## src/rtl/uart_program_loader.sv

```systemverilog
`timescale 1ns/1ps
// UART (8N1) boot loader: receives a length-prefixed little-endian image, writes it to instruction
// ROM and releases the CPU reset once complete. Define LOADER_CHECKSUM_EN for a trailing sum byte.
module uart_program_loader #(
  parameter int CLK_PER_BIT = 868,
  parameter int ADDR_WIDTH  = 10
) (
  input  logic                  clk,
  input  logic                  reset_n,
  input  logic                  uart_rx,
  output logic                  rom_wren,
  output logic [ADDR_WIDTH-1:0] rom_address,
  output logic [31:0]           rom_write_data,
  output logic                  cpu_reset_n,
  output logic                  load_done,
  output logic                  load_error
);

  localparam int CW = (CLK_PER_BIT > 1) ? $clog2(CLK_PER_BIT) : 1;
  localparam logic [CW-1:0] BIT_LAST  = CW'(CLK_PER_BIT - 1);
  localparam logic [CW-1:0] HALF_LAST = CW'(CLK_PER_BIT / 2 - 1);
  localparam logic [32:0]   DEPTH     = 33'(1) << ADDR_WIDTH;

  localparam logic [1:0] RX_IDLE  = 2'd0;
  localparam logic [1:0] RX_START = 2'd1;
  localparam logic [1:0] RX_DATA  = 2'd2;
  localparam logic [1:0] RX_STOP  = 2'd3;

  localparam logic [2:0] ST_RX_LEN = 3'd0;
  localparam logic [2:0] ST_LOAD   = 3'd1;
  localparam logic [2:0] ST_DONE   = 3'd2;
  localparam logic [2:0] ST_ERROR  = 3'd3;
`ifdef LOADER_CHECKSUM_EN
  localparam logic [2:0] ST_CHECKSUM = 3'd4;
  localparam logic [2:0] ST_AFTER    = ST_CHECKSUM;
`else
  localparam logic [2:0] ST_AFTER    = ST_DONE;
`endif

  // Reset asserts asynchronously but releases on a clock edge.
  logic [1:0] r_rst_sync;
  logic       w_rst_n;

  always_ff @(posedge clk or negedge reset_n) begin
    if (!reset_n) r_rst_sync <= 2'b00;
    else          r_rst_sync <= {r_rst_sync[0], 1'b1};
  end
  assign w_rst_n = r_rst_sync[1];

  logic [1:0]    r_rx_sync;
  logic          w_rx;
  logic [1:0]    r_rx_state;
  logic [CW-1:0] r_bit_cnt;
  logic [2:0]    r_bit_idx;
  logic [7:0]    r_rx_shift;
  logic          r_rx_valid;
  logic          r_rx_ferr;

  assign w_rx = r_rx_sync[1];

  always_ff @(posedge clk or negedge w_rst_n) begin
    if (!w_rst_n) begin
      r_rx_sync  <= 2'b11;
      r_rx_state <= RX_IDLE;
      r_bit_cnt  <= '0;
      r_bit_idx  <= '0;
      r_rx_shift <= '0;
      r_rx_valid <= 1'b0;
      r_rx_ferr  <= 1'b0;
    end else begin
      r_rx_sync  <= {r_rx_sync[0], uart_rx};
      r_rx_valid <= 1'b0;
      r_rx_ferr  <= 1'b0;
      case (r_rx_state)
        RX_IDLE: begin
          if (!w_rx) begin
            r_rx_state <= RX_START;
            r_bit_cnt  <= '0;
          end
        end
        RX_START: begin
          if (r_bit_cnt == HALF_LAST) begin
            r_bit_cnt  <= '0;
            r_bit_idx  <= '0;
            // A start bit that is high again by mid-bit was only a glitch.
            r_rx_state <= w_rx ? RX_IDLE : RX_DATA;
          end else begin
            r_bit_cnt <= r_bit_cnt + CW'(1);
          end
        end
        RX_DATA: begin
          if (r_bit_cnt == BIT_LAST) begin
            r_bit_cnt  <= '0;
            r_rx_shift <= {w_rx, r_rx_shift[7:1]};
            r_bit_idx  <= r_bit_idx + 3'd1;
            if (r_bit_idx == 3'd7) r_rx_state <= RX_STOP;
          end else begin
            r_bit_cnt <= r_bit_cnt + CW'(1);
          end
        end
        default: begin
          if (r_bit_cnt == BIT_LAST) begin
            r_rx_valid <= w_rx;
            r_rx_ferr  <= !w_rx;
            r_rx_state <= RX_IDLE;
          end else begin
            r_bit_cnt <= r_bit_cnt + CW'(1);
          end
        end
      endcase
    end
  end

  logic [2:0]            r_state;
  logic [1:0]            r_byte_cnt;
  logic [23:0]           r_len_buf;
  logic [23:0]           r_word_buf;
  logic [ADDR_WIDTH-1:0] r_word_idx;
  logic [ADDR_WIDTH-1:0] r_last_idx;
  logic                  r_wren;
  logic [ADDR_WIDTH-1:0] r_waddr;
  logic [31:0]           r_wdata;
  logic                  r_cpu_rst_n;
  logic [31:0]           w_len_full;
`ifdef LOADER_CHECKSUM_EN
  logic [7:0]            r_sum;
`endif

  assign w_len_full = {r_rx_shift, r_len_buf};

  always_ff @(posedge clk or negedge w_rst_n) begin
    if (!w_rst_n) begin
      r_state     <= ST_RX_LEN;
      r_byte_cnt  <= '0;
      r_len_buf   <= '0;
      r_word_buf  <= '0;
      r_word_idx  <= '0;
      r_last_idx  <= '0;
      r_wren      <= 1'b0;
      r_waddr     <= '0;
      r_wdata     <= '0;
      r_cpu_rst_n <= 1'b0;
`ifdef LOADER_CHECKSUM_EN
      r_sum       <= '0;
`endif
    end else begin
      r_wren <= 1'b0;
      case (r_state)
        ST_RX_LEN: begin
          if (r_rx_ferr) begin
            r_state <= ST_ERROR;
          end else if (r_rx_valid) begin
            r_len_buf  <= {r_rx_shift, r_len_buf[23:8]};
            r_byte_cnt <= r_byte_cnt + 2'd1;
`ifdef LOADER_CHECKSUM_EN
            r_sum      <= r_sum + r_rx_shift;
`endif
            if (r_byte_cnt == 2'd3) begin
              r_last_idx <= ADDR_WIDTH'(w_len_full - 32'd1);
              if ({1'b0, w_len_full} > DEPTH) r_state <= ST_ERROR;
              else if (w_len_full == 32'd0)   r_state <= ST_AFTER;
              else                            r_state <= ST_LOAD;
            end
          end
        end
        ST_LOAD: begin
          if (r_rx_ferr) begin
            r_state <= ST_ERROR;
          end else if (r_rx_valid) begin
            r_word_buf <= {r_rx_shift, r_word_buf[23:8]};
            r_byte_cnt <= r_byte_cnt + 2'd1;
`ifdef LOADER_CHECKSUM_EN
            r_sum      <= r_sum + r_rx_shift;
`endif
            if (r_byte_cnt == 2'd3) begin
              r_wren     <= 1'b1;
              r_waddr    <= r_word_idx;
              r_wdata    <= {r_rx_shift, r_word_buf};
              r_word_idx <= r_word_idx + ADDR_WIDTH'(1);
              if (r_word_idx == r_last_idx) r_state <= ST_AFTER;
            end
          end
        end
`ifdef LOADER_CHECKSUM_EN
        ST_CHECKSUM: begin
          if (r_rx_ferr)       r_state <= ST_ERROR;
          else if (r_rx_valid) r_state <= (r_rx_shift == r_sum) ? ST_DONE : ST_ERROR;
        end
`endif
        ST_DONE:  r_cpu_rst_n <= 1'b1;
        ST_ERROR: r_cpu_rst_n <= 1'b0;
        default:  r_state     <= ST_ERROR;
      endcase
    end
  end

  assign rom_wren       = r_wren;
  assign rom_address    = r_waddr;
  assign rom_write_data = r_wdata;
  assign cpu_reset_n    = r_cpu_rst_n;
  assign load_done      = (r_state == ST_DONE);
  assign load_error     = (r_state == ST_ERROR);

endmodule

```

## config.mk

```make
export PLATFORM = sky130hd
export DESIGN_NAME = uart_program_loader
export DESIGN_NICKNAME = d
export VERILOG_FILES = /design/src/rtl/uart_program_loader.sv
export SDC_FILE = /design/constraint.sdc
export NUM_CORES = 1
export LEC_CHECK = 0
export CAP_MARGIN = 40
export CORE_ASPECT_RATIO = 0.8
export CORE_MARGIN = 3
export CORE_UTILIZATION = 40
export CTS_CLUSTER_DIAMETER = 120
export DETAILED_ROUTE_END_ITERATION = 12
export SETUP_SLACK_MARGIN = 0.2
export SLEW_MARGIN = 20
export SYNTH_ARGS = -nofsm -noshare
export SYNTH_HDL_FRONTEND = slang
export SYNTH_SLANG_ARGS = --single-unit
```

## constraint.sdc

```tcl
create_clock -name clk -period 9.1 [get_ports clk]
set_input_delay 1.82 -clock clk [delete_from_list [all_inputs] [get_ports clk]]
set_output_delay 1.82 -clock clk [all_outputs]
set_load 0.01 [all_outputs]
```

# --- Word-level counts from Yosys, hierarchy flattened ---
# Index checks and enable logic that the tools add are counted.
# W data, S select, Z words.
word_totals:
  n_memories: 0
  reg_bits: 146
  ramBits: 0
  inputBits: 3
  rom_bits: 0
  latchBits: 0
classes:
  n_bitwise: 2
  reduce_logical: 20
  addsub: 5
  mul: 0
  eq_ne: 20
  shift: 0
  muxes: 34
  order_cmp: 1
  div: 0
op_table:
  columns: ["cell", "n"]
  rows:
  - ["$mux W10", 4]
  - ["$gt A32 B11 Y1 const B", 1]
  - ["$logic_not A32 Y1", 1]
  - ["$pmux W10 S3", 1]
  - ["$mux W3", 9]
  - ["$add A10 B1 Y10 const B", 2]
  - ["$mux W2", 8]
  - ["$ne A3 B3 Y1 const B", 5]
  - ["$reduce_and A3 Y1", 4]
  - ["$eq A10 B10 Y1", 1]
  - ["$eq A10 B10 Y1 const B", 1]
  - ["$eq A10 B9 Y1 const B", 1]
  - ["$sub A10 B1 Y10 const B", 1]
  - ["$pmux W3 S3", 1]
  - ["$mux W1", 8]
  - ["$ne A2 B2 Y1 const B", 4]
  - ["$reduce_and A4 Y1", 2]
  - ["$eq A3 B2 Y1 const B", 2]
  - ["$pmux W2 S3", 1]
  - ["$pmux W3 S2", 1]
  - ["$reduce_and A6 Y1", 1]
  - ["$reduce_and A5 Y1", 1]
  - ["$eq A2 B2 Y1 const B", 2]
  - ["$ne A4 B1 Y1 const B", 1]
  - ["15 further kinds", 19]

# --- Longest topological paths before layout ---
# Gate-level depths: netlist (run 1).
logic_depth:
  depth_word: 7
  ltp_mapped: 7

# --- Worst setup path before layout (run 1) ---
# No wires, ideal clock.
synth_path:
  path_type: "reg-to-output"
  start: "reg r_state[0]"
  end: "out load_done"
  t_arrival_ns: 0.660
  path_stages_with_launch: 2
  n_path_buf: 0
  t_required_ns: 7.280
  setup_slack_ns: 6.620
  cell_sequence: "dfrtp_1 -> nor2_1"
synth_via:
  elab_chain_cells: 1
synth_rtl:
  columns: ["item", "line", "text"]
  rows:
  - ["start: declaration", "114", "logic [2:0] r_state;"]
  - ["start signal: assignment", "133", "r_state <= ST_RX_LEN;"]
  - ["start signal: assignment", "151", "r_state <= ST_ERROR;"]
  - ["start signal: assignment", "160", "if ({1'b0, w_len_full} > DEPTH) r_state <= ST_ERROR;"]
  - ["$eq A3 B2 Y1", "201", "assign load_done = (r_state == ST_DONE);"]
  - ["end: declaration", "15", "output logic load_done,"]
# No other way between the ends.

# --- Worst setup path in the final report (run 1) ---
layout_path:
  start: "reg r_state[1]"
  end: "out load_done"
# Same word-level chain as after synthesis.

==> results of run 1 <==
## cell families after synthesis
family | after synthesis | share of synthesized area
flops | 145 | 0.594
compound gates | 34 | 0.0340
xor+xnor | 35 | 0.0501
simple gates | 183 | 0.144
other cells | 1 | 0.000613
fa+ha+maj | 8 | 0.0164
mux | 74 | 0.136
buf+inv | 30 | 0.0248
## layer usage
metal / wire length, um / vias up
li1: - / 1852
met4: 136 / 0
met5: 0 / -
met2: 5180 / 48
met3: 340 / 13
met1: 5850 / 1898
## critical path, stage by stage, from the launching register on
cell	delay, ps
dfrtp_1	390
inv_1	120
nor2_1	140
clkdlybuf4s50_1	560
## flip-flops by register name, summed over array words and instances, names as in the netlist
signal and count:
r_word_buf 24, r_rx_ferr 1, r_rx_shift 8, r_byte_cnt 2, r_word_idx 10, r_len_buf 24, r_bit_idx 3, r_bit_cnt 10
r_state 2, rom_address 10, r_rx_valid 1, r_rx_state 2, r_rx_sync 2, r_rst_sync 2, rom_write_data 32, rom_wren 1
cpu_reset_n 1, r_last_idx 10
## cell type report
cell class                      instances  area, um^2  share of cell area
Clock buffer                           17         425              0.0578
Clock inverter                         15         151              0.0206
Inverter                                9        38.8             0.00527
Multi-Input combinational cell        335        2330               0.317
Sequential cell                       145        3630               0.494
Tap cell                              184         230              0.0313
Timing Repair Buffer                   52         543              0.0738
## stage by stage
step | hold WS [ps] | setup WS [ps] | total power [uW] | util
2_1_floorplan | 331 | 4760 | 745 | -
3_3_place_gp | 340 | 6110 | 759 | 0.460
3_5_place_dp | 349 | 6080 | 764 | 0.461
4_1_cts | 357 | 5630 | 1440 | 0.501
5_1_grt | 364 | 5540 | 1480 | 0.502
6_report | 346 | 5650 | 1420 | 0.502
## report_power, final
| part | switching (uW) | internal (uW) |
|---|---|---|
| Combinational | 33.9 | 30.5 |
| Clock | 286 | 384 |
| Sequential | 26.0 | 663 |
| Total | 346 | 1080 |
## worst min-delay path by stage
stage | from | endpoint | slack [ps] | depth (start not counted)
2_1_floorplan | r_rst_sync[0] | r_rst_sync[1] | 330 | 0
3_3_place_gp | r_rst_sync[0] | r_rst_sync[1] | 340 | 0
3_5_place_dp | r_rx_sync[0] | r_rx_sync[1] | 350 | 0
4_1_cts | r_rx_sync[0] | r_rx_sync[1] | 360 | 0
5_1_grt | r_rx_sync[0] | r_rx_sync[1] | 360 | 0
6_report | r_rst_sync[1] | r_word_buf[10] | 350 | 0
## synth_stat cells, drive strengths merged (2+ instances only)
| cell | n |
|---|---|
| dfrtp | 143 |
| nand2 | 98 |
| mux2 | 72 |
| nor2 | 31 |
| xnor2 | 21 |
| buf | 16 |
| a21oi | 15 |
| xor2 | 14 |
| nand4 | 10 |
| ha | 8 |
| inv | 8 |
| nor4 | 8 |
| nand3 | 7 |
| nor3 | 7 |
| clkbuf | 5 |
| o22ai | 5 |
| and3 | 4 |
| o21ai | 4 |
| and2 | 3 |
| and4bb | 3 |
| a31oi | 2 |
| and4 | 2 |
| dfstp | 2 |
| mux2i | 2 |
| nor3b | 2 |
| o21a | 2 |
| or3b | 2 |
==> metrics, run 1 <==
status complete, no violations; pin count of the biggest net entering global routing 65; vias in the first global route 3899; endpoints failing hold 0; Fill cells 1286; FF-to-FF Start r_state[0]; Power Density 194 mW/mm^2; met2 usage 0.215; die area 0.0168 mm^2; crit start category flop; clock slew at reported path FFs 60 ps; WL final 11500 um; RSZ-0062 raised after global routing false; Resize count post-CTS 0; first-pass GRT wire length 19600 um; GR Util met1 0.220; GPL Wtd Cong 0.753; CTS sink cnt 145; Routed wire per std cell 15.2 um; crit share post-route 0.379; final setup TNS 0 ps; Cell variety after synth 52; crit path capture load_done; crit path DAT 1630 ps; Worst setup startpoint r_state[1]; most frequent cells in the layout dfrtp_1, nand2_1, mux2_2; RR Endpoint r_word_idx[5]; Rel. slew slack 0.512; max-cap violations 0; DP HPWL 7730 um; number of top-level pins 49; post-synthesis average cell area 12.0 um^2; final non-filler cell total 757; Starting DRT DRC Count 152; grt total ovfl 0; Synth warnings 0; # Post-CTS Setup Buffers 0; Initial DRT Pass Iterations 4; busiest layer in global routing met1; grt met3 use 0.0340; Hold WC Path Type flop to asynchronous set/reset pin; top cells by area, synth dfrtp_1, mux2_2, nand2_1; Starting Density 0.418; asr flop ratio synth 1.00; nets 571; core area 0.0146 mm^2; CP Max Fanout 6; Synth Register Bits 145; Routed Antenna Nets 0; # DRC 0; commonest non-fill, non-tap cell in the layout dfrtp_1; post-synthesis cell count 510; CTS buffer count 17; Finish-stage setup viols 0; share of layout cells above drive strength 1 0.216; placed cell count 724; Max Root-Sink Buffers 2; critical path class flop to output port; area leader, netlist dfrtp_1; total number of vias 3811; initial antenna violation count 0; Yosys top cell area share 0.585; maximum clock rate 290 MHz; sequential fraction of the synthesis area 0.594; H-tree depth 4; worst reg-to-reg path cell count 7; worst skew pair latency 410 ps; placed cell area 0.00675 mm^2; hold-fix buffer count after cts 0; Die Span X 144 um; Least-Margin Pin Slew 730 ps; drt via density 5.03; CP Capture Type output port; final setup skew 9.79 ps; ys flop type dfrtp_1; R2R setup slack 6520 ps; clk root buf clkbuf_16; Syn Std Cell Area 0.00611 mm^2; height of the chip 117 um; number of synthesized flops with an enable pin 0; Final min period 3450 ps; n_diodes 0; critical path data required time 7280 ps; row count 39; Total GRT Usage 0.149; I/O Buffers 48; fin area 0.00736 mm^2; CTS tree built; max-slew violations 0; syn_nets 521; area grow syn2layout 20.3%; P_leak 0.00368 uW; VDD IR max 0.140 mV
(Power assumes the default switching activity.)
==> inputs of run 2 (changes only) <==
- clock period: 9.1 -> 3.2 ns (I/O delays scaled with it)
==> metrics, run 2 (synthesis results as in run 1) <==
Hold WC Path Type flop to asynchronous set/reset pin; drt via density 5.00; Crit-path slowest cell clkdlybuf4s50_1; pin count of the biggest net entering global routing 71; Least-Margin Pin Slew 515 ps; hold-fix buffer count after cts 0; Largest register FFs 32; GPL Wtd Cong 0.813; vias in the first global route 3889; height of the chip 117 um; final setup TNS 0 ps; placed cell area 0.00677 mm^2; CP max stage delay 560 ps; critical-path cell list inv_1, nor2_1, clkdlybuf4s50_1; # DRC 0; Power Density 559 mW/mm^2; Initial DRT Pass Iterations 4; first-pass GRT wire length 19700 um; H-tree depth 4; sequential cell area 0.00363 mm^2; crit path DAT 1660 ps; most frequent cells in the layout dfrtp_1, nand2_1, mux2_2; area grow syn2layout 20.6%; total number of vias 3794; commonest non-fill, non-tap cell in the layout dfrtp_1; CTS buffer count 17; Starting DRT DRC Count 199; I/O Buffers 48; Routed Antenna Nets 0; fin area 0.00737 mm^2; grt total ovfl 0; row count 39; Die Span X 144 um; share of layout cells above drive strength 1 0.219; clk root buf clkbuf_16; CTS tree built; Starting Density 0.418; endpoints failing hold 0; Total GRT Usage 0.148; CP Capture Type output port; max-cap violations 0; Rel. slew slack 0.657; Fill cells 1285; initial antenna violation count 0; clock slew at reported path FFs 60 ps; core area 0.0146 mm^2; Routed wire per std cell 15.3 um; maximum clock rate 435 MHz; Final min period 2300 ps; CTS sink cnt 145; status complete, no violations; CP Max Fanout 6; worst skew pair latency 410 ps; Max Root-Sink Buffers 2; critical path data required time 2560 ps; crit start category flop; DP HPWL 7880 um; R2R setup slack 1120 ps; VDD IR max 0.374 mV; # Post-CTS Setup Buffers 0; n_diodes 0; Finish-stage setup viols 0; number of top-level pins 49; RSZ-0062 raised after global routing false; nets 573; WL final 11600 um; multi-input logic area 0.00233 mm^2; critical path class flop to output port; Resize count post-CTS 0; die area 0.0168 mm^2; P_leak 0.00370 uW; max-slew violations 0; crit share post-route 0.718; final setup skew 7.88 ps
==> run 2: changes by cell type in the layout (fill, tap and decap cells not counted) <==
cell	before	now
inv_8	2	0
clkinv_2	1	2
clkinv_8	0	1
inv_6	4	7
clkinv_4	6	4
clkinvlp_4	2	0
buf_16	1	0
buf_4	2	5
bufinv_16	1	2
==> run 2: critical path: cells and delay by family (launching register included) <==
kind                   cells  cell delay [ps]
buffers and inverters      2              680
flip-flops                 1              400
AND/OR/NAND/NOR            1              160
==> run 2: layout make-up <==
cell class,instances,area share
Clock buffer,17,0.0577
Tap cell,184,0.0312
Multi-Input combinational cell,335,0.316
Timing Repair Buffer,54,0.0730
Inverter,9,0.00526
Sequential cell,145,0.493
Clock inverter,15,0.0236
==> run 2: layer usage <==
metal / part of all wire / vias to the layer above / global-route usage
li1: - / 1857 / -
met1: 0.51 / 1877 / 0.216
met2: 0.46 / 52 / 0.221
met3: 0.027 / 8 / 0.0348
met4: 0.0066 / 0 / 0.0416
met5: 0 / - / 0
==> run 2: power breakdown <==
group	internal [uW]	switching [uW]	leakage [uW]
logic	83.3	99.0	0.00141
clock network	1170	816	0.000297
registers	1880	69.4	0.00200
==> run 2: path summary, 6_finish.rpt <==
path,startpoint,to,cells past startpoint
min in group clk,r_rst_sync[0],r_rst_sync[1],0
hold reg to reg,r_rst_sync[1],r_byte_cnt[1],0
max in group asynchronous,r_rst_sync[1],rom_write_data[23],1
hold / removal,r_rst_sync[1],r_byte_cnt[1],0
setup / recovery,r_state[1],load_done,3
setup reg to reg,r_state[0],r_word_idx[5],6
==> run 2: stage by stage <==
stage	setup slack [ps]	total power, uW	cells	utilization	hold WS (ps)
floorplan	795	2120	510	-	331
global placement	1160	2160	727	0.463	308
detailed placement	1110	2170	727	0.463	313
CTS	868	4180	759	0.504	317
global route	776	4310	759	0.504	344
finish	902	4120	759	0.504	294
